**config.mk**
```make
export PLATFORM = sky130hd
export DESIGN_NAME = vga_fb_arbiter
export DESIGN_NICKNAME = d
export VERILOG_FILES = /design/src/rtl/vga_fb_pkg.sv /design/src/rtl/vga_pix_fifo.sv /design/src/rtl/vga_fb_arbiter.sv
export SDC_FILE = /design/constraint.sdc
export NUM_CORES = 1
export LEC_CHECK = 0
export ABC_AREA = 1
export BUFFER_PORTS_ARGS = -buffer_cell sky130_fd_sc_hd__buf_2
export CORE_UTILIZATION = 35
export CTS_CLUSTER_SIZE = 8
export DETAILED_ROUTE_END_ITERATION = 10
export PLACE_DENSITY = 0.64
export SLEW_MARGIN = 25
export SYNTH_ARGS = -nofsm -noshare
export SYNTH_HDL_FRONTEND = slang
export SYNTH_SLANG_ARGS = --single-unit
```
**constraint.sdc**
```tcl
create_clock -name clk -period 3.1 [get_ports clk]
set_clock_uncertainty 0.05 [all_clocks]
set_input_delay 0.155 -clock clk [delete_from_list [all_inputs] [get_ports clk]]
set_output_delay 0.155 -clock clk [all_outputs]
set_load 0.05 [all_outputs]
```
**src/rtl/vga_fb_pkg.sv**
```systemverilog
// Shared constants and types for the VGA framebuffer arbiter slice.
package vga_fb_pkg;

    // 640x480, 24-bit RGB framebuffer.
    localparam int DATA_W          = 24;
    localparam int ADDR_W          = 19;
    localparam int VGA_FRAME_WORDS = 640 * 480;

    // Scanout prefetch state.
    typedef enum logic [1:0] {
        ST_FLUSH = 2'd0,
        ST_RUN   = 2'd1,
        ST_DONE  = 2'd2
    } fb_state_e;

    typedef struct packed {
        logic [7:0] r;
        logic [7:0] g;
        logic [7:0] b;
    } pixel_t;

endpackage

```
**src/rtl/vga_pix_fifo.sv**
```systemverilog
// Show-ahead pixel FIFO with level output and synchronous clear.
// When empty, head holds the last word popped.
module vga_pix_fifo
    import vga_fb_pkg::*;
#(
    parameter int WIDTH = DATA_W,
    parameter int DEPTH = 16
) (
    input  logic                     clk,
    input  logic                     rst,
    input  logic                     clr,
    input  logic                     push,
    input  logic [WIDTH-1:0]         push_data,
    input  logic                     pop,
    output logic [WIDTH-1:0]         head,
    output logic                     empty,
    output logic [$clog2(DEPTH):0]   level
);
    localparam int IDX_W = $clog2(DEPTH);
    localparam int LVL_W = IDX_W + 1;
    localparam logic [LVL_W-1:0] FULL_LVL = LVL_W'(DEPTH);

    logic [WIDTH-1:0] mem_q [DEPTH];
    logic [IDX_W-1:0] wr_idx_q, wr_idx_d;
    logic [IDX_W-1:0] rd_idx_q, rd_idx_d;
    logic [LVL_W-1:0] level_q, level_d;
    logic [WIDTH-1:0] last_q, last_d;
    logic             push_ok, pop_ok;

    // Pointer, level and last-popped bookkeeping; clear wins over push/pop.
    always_comb begin
        pop_ok   = pop && (level_q != '0);
        push_ok  = push && (level_q != FULL_LVL);
        wr_idx_d = wr_idx_q;
        rd_idx_d = rd_idx_q;
        level_d  = level_q;
        last_d   = last_q;
        if (clr) begin
            wr_idx_d = '0;
            rd_idx_d = '0;
            level_d  = '0;
        end else begin
            if (push_ok) begin
                wr_idx_d = wr_idx_q + 1'b1;
            end
            if (pop_ok) begin
                rd_idx_d = rd_idx_q + 1'b1;
                last_d   = mem_q[rd_idx_q];
            end
            case ({push_ok, pop_ok})
                2'b10:   level_d = level_q + 1'b1;
                2'b01:   level_d = level_q - 1'b1;
                default: level_d = level_q;
            endcase
        end
    end

    // Control registers.
    always_ff @(posedge clk or posedge rst) begin
        if (rst) begin
            wr_idx_q <= '0;
            rd_idx_q <= '0;
            level_q  <= '0;
            last_q   <= '0;
        end else begin
            wr_idx_q <= wr_idx_d;
            rd_idx_q <= rd_idx_d;
            level_q  <= level_d;
            last_q   <= last_d;
        end
    end

    // Storage array; contents are masked by last_q while empty, so no reset.
    always_ff @(posedge clk) begin
        if (push_ok && !clr) begin
            mem_q[wr_idx_q] <= push_data;
        end
    end

    // Show-ahead head: next word when non-empty, last popped word otherwise.
    always_comb begin
        empty = (level_q == '0);
        level = level_q;
        head  = empty ? last_q : mem_q[rd_idx_q];
    end

endmodule

```
**src/rtl/vga_fb_arbiter.sv**
```systemverilog
// Shares a single-port framebuffer between raster-order scanout prefetch
// and one pixel writer. Scanout reads fill a show-ahead FIFO drained by the
// colour stage; the writer takes every slot scanout does not claim.
//
// Writer handshake: a write transfers in any cycle where wr_valid and
// wr_ready are both high. wr_ready is combinational and may depend on
// wr_valid; the writer holds wr_addr/wr_data stable until it transfers.
module vga_fb_arbiter
    import vga_fb_pkg::*;
#(
    parameter int FRAME_WORDS = VGA_FRAME_WORDS,
    parameter int FIFO_DEPTH  = 16,
    parameter int LOW_WATER   = 4
) (
    input  logic              clk,
    input  logic              rst,
    input  logic              frame_start,
    input  logic              pix_rd,
    output logic [DATA_W-1:0] pix_data,
    output logic              pix_valid,
    output logic              underrun,
    input  logic              wr_valid,
    input  logic [ADDR_W-1:0] wr_addr,
    input  logic [DATA_W-1:0] wr_data,
    output logic              wr_ready,
    output logic [ADDR_W-1:0] mem_addr,
    output logic              mem_re,
    output logic              mem_we,
    output logic [DATA_W-1:0] mem_wdata,
    input  logic [DATA_W-1:0] mem_rdata,
    output fb_state_e         dbg_state
);
    localparam int LVL_W = $clog2(FIFO_DEPTH) + 1;
    localparam int OCC_W = LVL_W + 1;
    localparam logic [OCC_W-1:0]  DEPTH_OCC = OCC_W'(FIFO_DEPTH);
    localparam logic [OCC_W-1:0]  LOW_OCC   = OCC_W'(LOW_WATER);
    localparam logic [ADDR_W-1:0] LAST_ADDR = ADDR_W'(FRAME_WORDS - 1);

    fb_state_e         state_q, state_d;
    logic [ADDR_W-1:0] rd_ptr_q, rd_ptr_d;
    logic              ret_q, ret_d;        // tracked read data on mem_rdata now
    logic              mem_re_q, mem_re_d;  // tracked read strobed to RAM now
    logic              mem_we_q, mem_we_d;
    logic [ADDR_W-1:0] mem_addr_q, mem_addr_d;
    logic [DATA_W-1:0] mem_wdata_q, mem_wdata_d;
    logic              underrun_q, underrun_d;

    logic [LVL_W-1:0]  level;
    logic [OCC_W-1:0]  occ;
    logic              rd_grant, wr_grant;
    logic              flush, fifo_empty, push, pop;

    // Slot choice: scanout below low water beats the writer, otherwise writer first.
    always_comb begin
        occ      = {1'b0, level} + OCC_W'(mem_re_q) + OCC_W'(ret_q);
        rd_grant = (state_q == ST_RUN) && (occ < DEPTH_OCC)
                   && ((occ < LOW_OCC) || !wr_valid);
        wr_grant = wr_valid && !rd_grant && !rst;
    end

    // Next-state, read pointer, read tracking and registered RAM port.
    always_comb begin
        flush       = (state_q == ST_FLUSH);
        state_d     = state_q;
        rd_ptr_d    = rd_ptr_q;
        case (state_q)
            ST_FLUSH: begin
                state_d  = ST_RUN;
                rd_ptr_d = '0;
            end
            ST_RUN: begin
                if (rd_grant) begin
                    if (rd_ptr_q == LAST_ADDR) begin
                        state_d = ST_DONE;
                    end else begin
                        rd_ptr_d = rd_ptr_q + 1'b1;
                    end
                end
            end
            default: state_d = state_q;
        endcase
        if (frame_start) begin
            state_d = ST_FLUSH;
        end

        // Reads in flight across a flush are stale: drop their tracking so
        // the RAM return is ignored and never reaches the FIFO.
        mem_re_d    = rd_grant;
        ret_d       = mem_re_q && !flush;
        push        = ret_q && !flush;
        pop         = pix_rd && !fifo_empty;

        mem_we_d    = wr_grant;
        mem_addr_d  = mem_addr_q;
        mem_wdata_d = mem_wdata_q;
        if (rd_grant) begin
            mem_addr_d = rd_ptr_q;
        end else if (wr_grant) begin
            mem_addr_d  = wr_addr;
            mem_wdata_d = wr_data;
        end

        underrun_d = flush ? 1'b0 : (underrun_q || (pix_rd && fifo_empty));
    end

    // Single state/output register bank.
    always_ff @(posedge clk or posedge rst) begin
        if (rst) begin
            state_q     <= ST_FLUSH;
            rd_ptr_q    <= '0;
            ret_q       <= 1'b0;
            mem_re_q    <= 1'b0;
            mem_we_q    <= 1'b0;
            mem_addr_q  <= '0;
            mem_wdata_q <= '0;
            underrun_q  <= 1'b0;
        end else begin
            state_q     <= state_d;
            rd_ptr_q    <= rd_ptr_d;
            ret_q       <= ret_d;
            mem_re_q    <= mem_re_d;
            mem_we_q    <= mem_we_d;
            mem_addr_q  <= mem_addr_d;
            mem_wdata_q <= mem_wdata_d;
            underrun_q  <= underrun_d;
        end
    end

    vga_pix_fifo #(
        .WIDTH (DATA_W),
        .DEPTH (FIFO_DEPTH)
    ) u_fifo (
        .clk       (clk),
        .rst       (rst),
        .clr       (flush),
        .push      (push),
        .push_data (mem_rdata),
        .pop       (pop),
        .head      (pix_data),
        .empty     (fifo_empty),
        .level     (level)
    );

    // Output mapping.
    always_comb begin
        pix_valid = !fifo_empty;
        underrun  = underrun_q;
        wr_ready  = wr_grant;
        mem_addr  = mem_addr_q;
        mem_re    = mem_re_q;
        mem_we    = mem_we_q;
        mem_wdata = mem_wdata_q;
        dbg_state = state_q;
    end

endmodule

```
==> Flow_metrics.wiki, run 1 <==
{| class="wikitable"
! Metric !! Value
|-
| Share of cells above drive strength 1 || 14.2%
|-
| Share of the synthesized area in compound gates (AO/OA/AOI/OAI) || 5.65%
|-
| TritonCTS Buffers || 71
|-
| Height of the die || 245 um
|-
| Final period util || 94.3%
|-
| Synthesized netlist net count || 2034
|-
| Transition at the pin with the smallest max-transition slack || 0.805 ns
|-
| Worst max-slew margin expressed relative to the limit || 46.3%
|-
| Via-to-Cell Ratio || 4.97
|-
| Largest net degree at the start of global routing || 102
|-
| Most used cell along the critical path || nand2_1
|-
| Fill count || 5230
|-
| Power per cell area || 890 mW/mm^2
|-
| Most used DFF post-synth || edfxtp_1
|-
| Max Clk Rate || 342 MHz
|-
| Power share of the clock group || 31.4%
|-
| Number of max-cap violations || 0
|-
| Later-pin clock latency in the skew report || 0.59 ns
|-
| Outcome || finished, final reports clean
|-
| Starting density of the core || 35.6%
|-
| # port buffers || 145
|-
| Final #Nets || 2272
|-
| Fraction of power consumed by combinational cells || 33.6%
|-
| Final total negative setup slack || 0 ns
|-
| Post-synthesis share of cell area spent on full adders, half adders and majority gates || 0.703%
|-
| First-pass GRT wire length || 82.0 mm
|-
| Crit path buffers/inverters || 2
|-
| Number of hold-slack violations in the final timing report || 0
|-
| Number of detailed-route iterations in the first pass || 5
|-
| Die ar. || 0.0600 mm^2
|-
| Minimum setup slack among reg-to-reg paths || 0.65 ns
|-
| Max Fanout on Critical Path || 32
|-
| Largest vdd supply drop || 936 uV
|-
| Root buffer cell || clkbuf_16
|-
| CP Capture Type || primary output
|-
| CP cell instances || ha_1 > nand2_1 > nand2_1 > nand3_1 > nand2_8 > inv_2 > nor2_4 > buf_2
|-
| Required time at the worst-slack endpoint || 2.89 ns
|-
| Slowest cell delay on critical path || 0.42 ns
|-
| Top-level port count || 146
|-
| Gate Count Post-Synth || 1951
|-
| DR iter-0 viols || 1063
|-
| Main combinational cell family by area after synthesis || simple AND/OR/NAND/NOR gates
|-
| Crit Path Category || reg -> out
|-
| DIE WIDTH || 245 um
|-
| Cell type group with the largest total delay on the critical path || simple AND/OR/NAND/NOR gates
|-
| Total vias in the final route || 14900
|-
| Post-synthesis sequential element count || 489
|-
| Setup repair after global routing missed its margin || false
|-
| Post-Place Worst Slack || 0.440 ns
|-
| Total standard cell area after synthesis || 0.0207 mm^2
|-
| Layout overhead on the synthesized area || 22.0%
|-
| Placer Congestion || 0.870
|-
| Total DRC errors in the routed layout || 0
|-
| Sequential power share || 35.0%
|-
| Biggest area contributors in the synthesized netlist || edfxtp_1, dfrtp_1, nand2_1
|-
| Reg-to-reg critical path startpoint || u_fifo.level[0]
|-
| Clock slew seen by the registers of the worst setup and hold paths || 0.05 ns
|-
| CTS sink count || 489
|-
| Count of warnings emitted by yosys || 0
|-
| Initial antenna violation count || 6
|-
| Aggregate global-route resource usage || 17.7%
|-
| Post-synthesis cell type count || 32
|-
| Post-layout minimum cycle time || 2.92 ns
|-
| Global route overflow || 0
|-
| Detailed-route wire length || 53.2 mm
|-
| Slowest cell on the critical path || dfrtp_1
|-
| CTS tree || built
|-
| Half-perimeter wire length after placement || 31.0 mm
|-
| Worst-case setup margin in the final layout || 0.176 ns
|-
| Via count of the first global-routing pass || 14300
|-
| Post-route antenna net violation count || 0
|-
| Area share of the leading cell type in the synthesized netlist || 55.8%
|-
| Final max-slew violation count || 0
|-
| Number of setup violations in the final report || 0
|-
| Type of the tightest min-delay check || in -> async
|-
| Share of synthesized area spent on multiplexers || 0%
|-
| Static Leak || 10.1 nW
|-
| Arrival @ worst endpoint || 2.72 ns
|-
| Share of the yosys chip area belonging to registers || 68.6%
|-
| Share of total power consumed by net switching || 38.8%
|-
| Switching power of the nets || 8.70 mW
|-
| Total number of H-tree levels || 3
|-
| End of the worst register-to-register path || mem_wdata[3]
|-
| EDFF count, synth || 384
|-
| Floorplan row count || 88
|-
| Per-cell routed wire length || 17.8 um
|-
| Element type at the critical path start || flop
|-
| Library cell with the largest summed area after synthesis || edfxtp_1
|-
| Internal || 13.7 mW
|-
| Parity-gate share of the synthesized area counting xor and xnor cells || 0.594%
|-
| Post-Synth Simple-Gate Area || 20.6%
|-
| Async set-reset flop share out of synthesis || 21.5%
|-
| Worst r2r path cells || 10
|-
| Max clock buf depth || 3
|-
| Std-Cell Core Area || 0.0580 mm^2
|-
| Mean instance size in the synthesized netlist || 10.6 um^2
|}
[tightest hold or removal path, delay by kind of cell]
kind / cells / cell delay [ns]
buffers and inverters: 3 / 1.16
[worst max path at each step]
stage | start | slack (ns) | cells after the start | to
floorplan | rst | 0.13 | 1 | dbg_state[0]
global route | u_fifo.rd_idx_q[0] | 0.03 | 11 | pix_data[21]
detailed placement | u_fifo.level[0] | 0.44 | 10 | mem_wdata[1]
finish | u_fifo.level[0] | 0.18 | 8 | wr_ready
global placement | u_fifo.level[0] | 0.55 | 10 | mem_wdata[21]
CTS | u_fifo.rd_idx_q[0] | 0.07 | 11 | pix_data[6]
[power groups by stage]
stage | Sequential (mW) | Clock [mW] | Combinational, mW
after detailed placement | 7.95 | 0 | 7.46
after floorplan | 8.59 | 0 | 4.80
after global routing | 7.89 | 7.44 | 8.21
after global placement | 7.93 | 0 | 7.35
after CTS | 7.84 | 7.16 | 7.57
final | 7.85 | 7.03 | 7.54
[logic make-up after synthesis]
family                   Yosys count
adder cells (fa/ha/maj)           11
XOR/XNOR                          14
buffers and inverters            196
AND/OR/NAND/NOR                 1038
AO/OA/AOI/OAI                    203
flip-flops                       489
[per-stage QoR]
step | std cells | instance area (um^2) | hold slack, ns | utilization, % | power, mW
2_1_floorplan | 1951 | 20700 | 0.168 | - | 13.4
3_3_place_gp | 2810 | 22400 | 0.274 | 38.7 | 15.3
3_5_place_dp | 2810 | 22400 | 0.283 | 38.7 | 15.4
4_1_cts | 2988 | 25200 | 0.212 | 43.4 | 22.6
5_1_grt | 2993 | 25200 | 0.263 | 43.4 | 23.5
6_report | 2994 | 25200 | 0.202 | 43.4 | 22.4
[cells in the mapped netlist (all sizes together), types with 2 or more instances]
cell type  instances
clkbuf            55
nand4              4
ha                10
inv               92
xnor2              2
clkinv             2
nor2             303
o21ai            134
edfxtp           384
xor2              12
o211ai            58
nor3               2
a21oi             10
nand2            526
dfrtp            105
nand3            200
buf               47
[flip-flops by register name, indices dropped and copies added (netlist names)]
signal           cells
u_fifo.mem_q       384
underrun             1
mem_we               1
u_fifo.last_q       24
rd_ptr_q            19
u_fifo.wr_idx_q      4
u_fifo.level         5
mem_re               1
mem_addr            19
ret_q                1
dbg_state            2
mem_wdata           24
u_fifo.rd_idx_q      4
[cell type report]
| cell class | instances | area, um^2 | share of cell area (%) |
|---|---|---|---|
| inverter | 94 | 369 | 1.46 |
| timing repair buffer | 266 | 1940 | 7.69 |
| tap | 765 | 957 | 3.80 |
| clock buffer | 101 | 1930 | 7.67 |
| antenna | 6 | 15.0 | 0.0596 |
| clock inverter | 6 | 86.3 | 0.343 |
| sequential | 489 | 14200 | 56.2 |
| multi-input combinational | 1267 | 5740 | 22.8 |
[what timing repair did]
action                                  in CTS  in global routing
gates cloned                                 1                  0
gates resized for setup                      0                  4
endpoints found under the hold margin      480                  0
hold buffers                                70                  0
pin swaps                                    1                  0
setup buffers                                0                  0
endpoints found under the setup margin       1                 12
[per-layer routing]
metal	vias to the layer above	global-route usage (%)	wire length [um]
li1	7094	-	-
met1	7173	23.4	23200
met2	538	29.2	25200
met3	85	3.44	3750
met4	0	5.39	990
met5	-	0	0
[cells in the final DEF (no fill, tap or decap), types with 70 or more instances in the layout]
cell type,n
nand2_1,523
edfxtp_1,384
nor2_1,280
nand3_1,199
buf_2,145
o21ai_0,133
dfrtp_1,102
inv_1,84
clkbuf_16,73
dlygate4sd3_1,70
Note: power is estimated with default switching activity, not from simulation.
==> inputs of run 2 (changes only) <==
--- a/config.mk
+++ b/config.mk
@@ -6,7 +6,7 @@
 export NUM_CORES = 1
 export LEC_CHECK = 0
 export ABC_AREA = 1
-export BUFFER_PORTS_ARGS = -buffer_cell sky130_fd_sc_hd__buf_2
+export BUFFER_PORTS_ARGS = -buffer_cell sky130_fd_sc_hd__buf_4
 export CORE_UTILIZATION = 35
 export CTS_CLUSTER_SIZE = 8
 export DETAILED_ROUTE_END_ITERATION = 10
==> run 2 against run 1 <==
  * Routed wire length hardly changed
  * Critical endpoint is now pix_data[9]
  * Die area stayed put
  * Register-to-register slack hardly changed
==> Flow_metrics.wiki, run 2 (same netlist as run 1, synthesis figures left out) <==
{| class="wikitable"
! Metric !! Value
|-
| Reg-to-reg critical path startpoint || dbg_state[0]
|-
| Half-perimeter wire length after placement || 30.6 mm (-1.3%)
|-
| Total vias in the final route || 14900 (-0.26%)
|-
| Final max-slew violation count || 0 (unchanged)
|-
| Type of the tightest min-delay check || in -> reg
|-
| Number of detailed-route iterations in the first pass || 5 (unchanged)
|-
| Total DRC errors in the routed layout || 0 (unchanged)
|-
| Largest vdd supply drop || 805 uV (-14%)
|-
| CP cell instances || clkinv_2 > buf_4 > nor2_1 > o21ai_0 > nand3_1 > nand3_1 > nand2_1 > nand2_1 > nand2_1 > buf_4
|-
| Power per cell area || 894 mW/mm^2 (+0.52%)
|-
| Static Leak || 10.1 nW (+0.67%)
|-
| Layout overhead on the synthesized area || 23.4%
|-
| Aggregate global-route resource usage || 17.7% (+0.029 points)
|-
| Max Clk Rate || 344 MHz (+0.71%)
|-
| Crit path buffers/inverters || 3 (+1)
|-
| Die ar. || 0.0600 mm^2 (unchanged)
|-
| Layout Utilization || 43.9% (+0.49 points)
|-
| Floorplan row count || 88 (unchanged)
|-
| Max Fanout on Critical Path || 29 (-9.4%)
|-
| CTS sink count || 489 (unchanged)
|-
| Final period util || 93.6% (-0.66 points)
|-
| Placer Congestion || 0.871 (+0.13%)
|-
| Most used cell along the critical path || nand2_1
|-
| Largest register by flop count || u_fifo.mem_q
|-
| Most used cells in the layout excluding fill and tap cells || nand2_1, edfxtp_1, nor2_1, nand3_1, buf_4
|-
| Via count of the first global-routing pass || 14600 (+2.0%)
|-
| Transition at the pin with the smallest max-transition slack || 0.779 ns (-0.0253 ns)
|-
| Final #Nets || 2272 (unchanged)
|-
| Slowest cell delay on critical path || 0.61 ns (+0.19 ns)
|-
| Number of max-cap violations || 0 (unchanged)
|-
| Largest net degree at the start of global routing || 77 (-25%)
|-
| Std-Cell Core Area || 0.0580 mm^2 (unchanged)
|-
| Slowest cell on the critical path || dfrtp_4
|-
| Max clock buf depth || 3 (unchanged)
|-
| Launch point of the worst path || u_fifo.rd_idx_q[1]
|-
| Flip-flop count of the largest register after layout || 384 (unchanged)
|-
| # port buffers || 145 (unchanged)
|-
| Outcome || finished, final reports clean
|-
| Total number of H-tree levels || 3 (unchanged)
|-
| Later-pin clock latency in the skew report || 0.61 ns (+0.02 ns)
|-
| Initial antenna violation count || 3 (-3)
|-
| CTS tree || built
|-
| Global route overflow || 0 (unchanged)
|-
| Worst max-slew margin expressed relative to the limit || 48.0% (+1.7 points)
|-
| Required time at the worst-slack endpoint || 2.89 ns (about the same)
|-
| Starting density of the core || 35.6% (unchanged)
|-
| Share of cells above drive strength 1 || 14.2% (-0.045 points)
|-
| First-pass GRT wire length || 81.7 mm (-0.33%)
|-
| Post-route antenna net violation count || 0 (unchanged)
|-
| Most common cell after layout, fill and taps aside || nand2_1
|-
| Arrival @ worst endpoint || 2.70 ns (-0.02 ns)
|-
| DIE WIDTH || 245 um (unchanged)
|-
| Diode count || 0 (-6)
|-
| Height of the die || 245 um (unchanged)
|-
| Final total negative setup slack || 0 ns (unchanged)
|-
| Worst hold start || wr_valid
|-
| Post-layout minimum cycle time || 2.90 ns (-0.0206 ns)
|-
| Top-level port count || 146 (unchanged)
|-
| Setup repair after global routing missed its margin || false
|-
| Clock slew seen by the registers of the worst setup and hold paths || 0.05 ns (about the same)
|-
| Crit Path Category || reg -> out
|-
| Fill count || 5284 (+1.0%)
|-
| Per-cell routed wire length || 17.8 um (+0.16%)
|-
| Detailed-route wire length || 53.2 mm (about the same)
|-
| Via-to-Cell Ratio || 4.97 (about the same)
|-
| Element type at the critical path start || flop
|-
| Root buffer cell || clkbuf_16
|-
| DR iter-0 viols || 1158 (+8.9%)
|-
| Number of setup violations in the final report || 0 (unchanged)
|-
| Number of hold-slack violations in the final timing report || 0 (unchanged)
|-
| TritonCTS Buffers || 71 (unchanged)
|-
| CP Capture Type || primary output
|-
| Cell type group with the largest total delay on the critical path || simple AND/OR/NAND/NOR gates
|}
run 2: cell count changes in the layout (fill, tap and decap cells not counted), moves of 2 or more:
cell | previous run | this run
diode_2 | 6 | 0
buf_12 | 10 | 4
buf_2 | 145 | 0
buf_6 | 1 | 3
buf_4 | 40 | 189
run 2: routing by layer:
layer  vias up  global-route usage [%]  share of wire [%]
met3        93                    3.43                7.2
met5         -                       0              0.077
li1       7093                       -                  -
met1      7112                    22.8                 43
met4         6                    6.31                2.2
met2       548                    29.6                 48
run 2: worst register-to-register path, cell delays in order, from the launching register on:
cell	delay (ns)
dfrtp_1	0.48
nor2_4	0.31
nor2_1	0.08
nand2_1	0.15
nand2_1	0.16
fa_1	0.45
nand3b_1	0.21
nand3_1	0.11
nand2_1	0.09
xnor2_1	0.17
nand2_1	0.07
nand2_1	0.06
run 2: area by class of cell:
class                      count  area, um^2  area share, %
clock buffer                 101        1910           7.50
clock inverter                 6        96.3          0.378
inverter                      94         369           1.45
multi-input combinational   1266        5720           22.5
sequential                   489       14200           55.6
tap                          765         957           3.76
timing repair buffer         267        2260           8.87
run 2: path summary, 6_finish.rpt:
kind / to / slack, ns / cells after the start
max reg2reg: u_fifo.level[4] / 0.66 / 11
min reg2reg: mem_wdata[11] / 0.42 / 2
min in group asynchronous: mem_addr[18] / 0.20 / 3
max in group asynchronous: mem_wdata[14] / 2.07 / 4
min: mem_re / 0.17 / 6
max: pix_data[9] / 0.20 / 10
run 2: per-stage QoR:
step | power (mW) | hold WS (ns) | setup WS, ns | instances | instance area [um^2]
final | 22.8 | 0.172 | 0.197 | 2988 | 25500
after global routing | 23.9 | 0.236 | 0.0274 | 2988 | 25500
after CTS | 22.9 | 0.170 | 0.00476 | 2985 | 25400
after detailed placement | 15.8 | 0.284 | 0.641 | 2808 | 22700
after global placement | 15.7 | 0.276 | 0.684 | 2808 | 22700
after floorplan | 13.4 | 0.168 | 0.134 | 1951 | 20700
run 2: report_power, final:
| group | internal [mW] | switching (mW) |
|---|---|---|
| clock network | 4.26 | 2.72 |
| logic | 2.25 | 5.69 |
| registers | 7.56 | 0.318 |
| total | 14.1 | 8.73 |
run 2: timing repair:
action                                  CTS  global route
pin swaps                                 0             0
hold endpoints to repair                484             0
resized for setup                         1             6
endpoints found under the setup margin    1            18
hold buffers                             70             0
cloned                                    0             0
setup buffers                             0             3
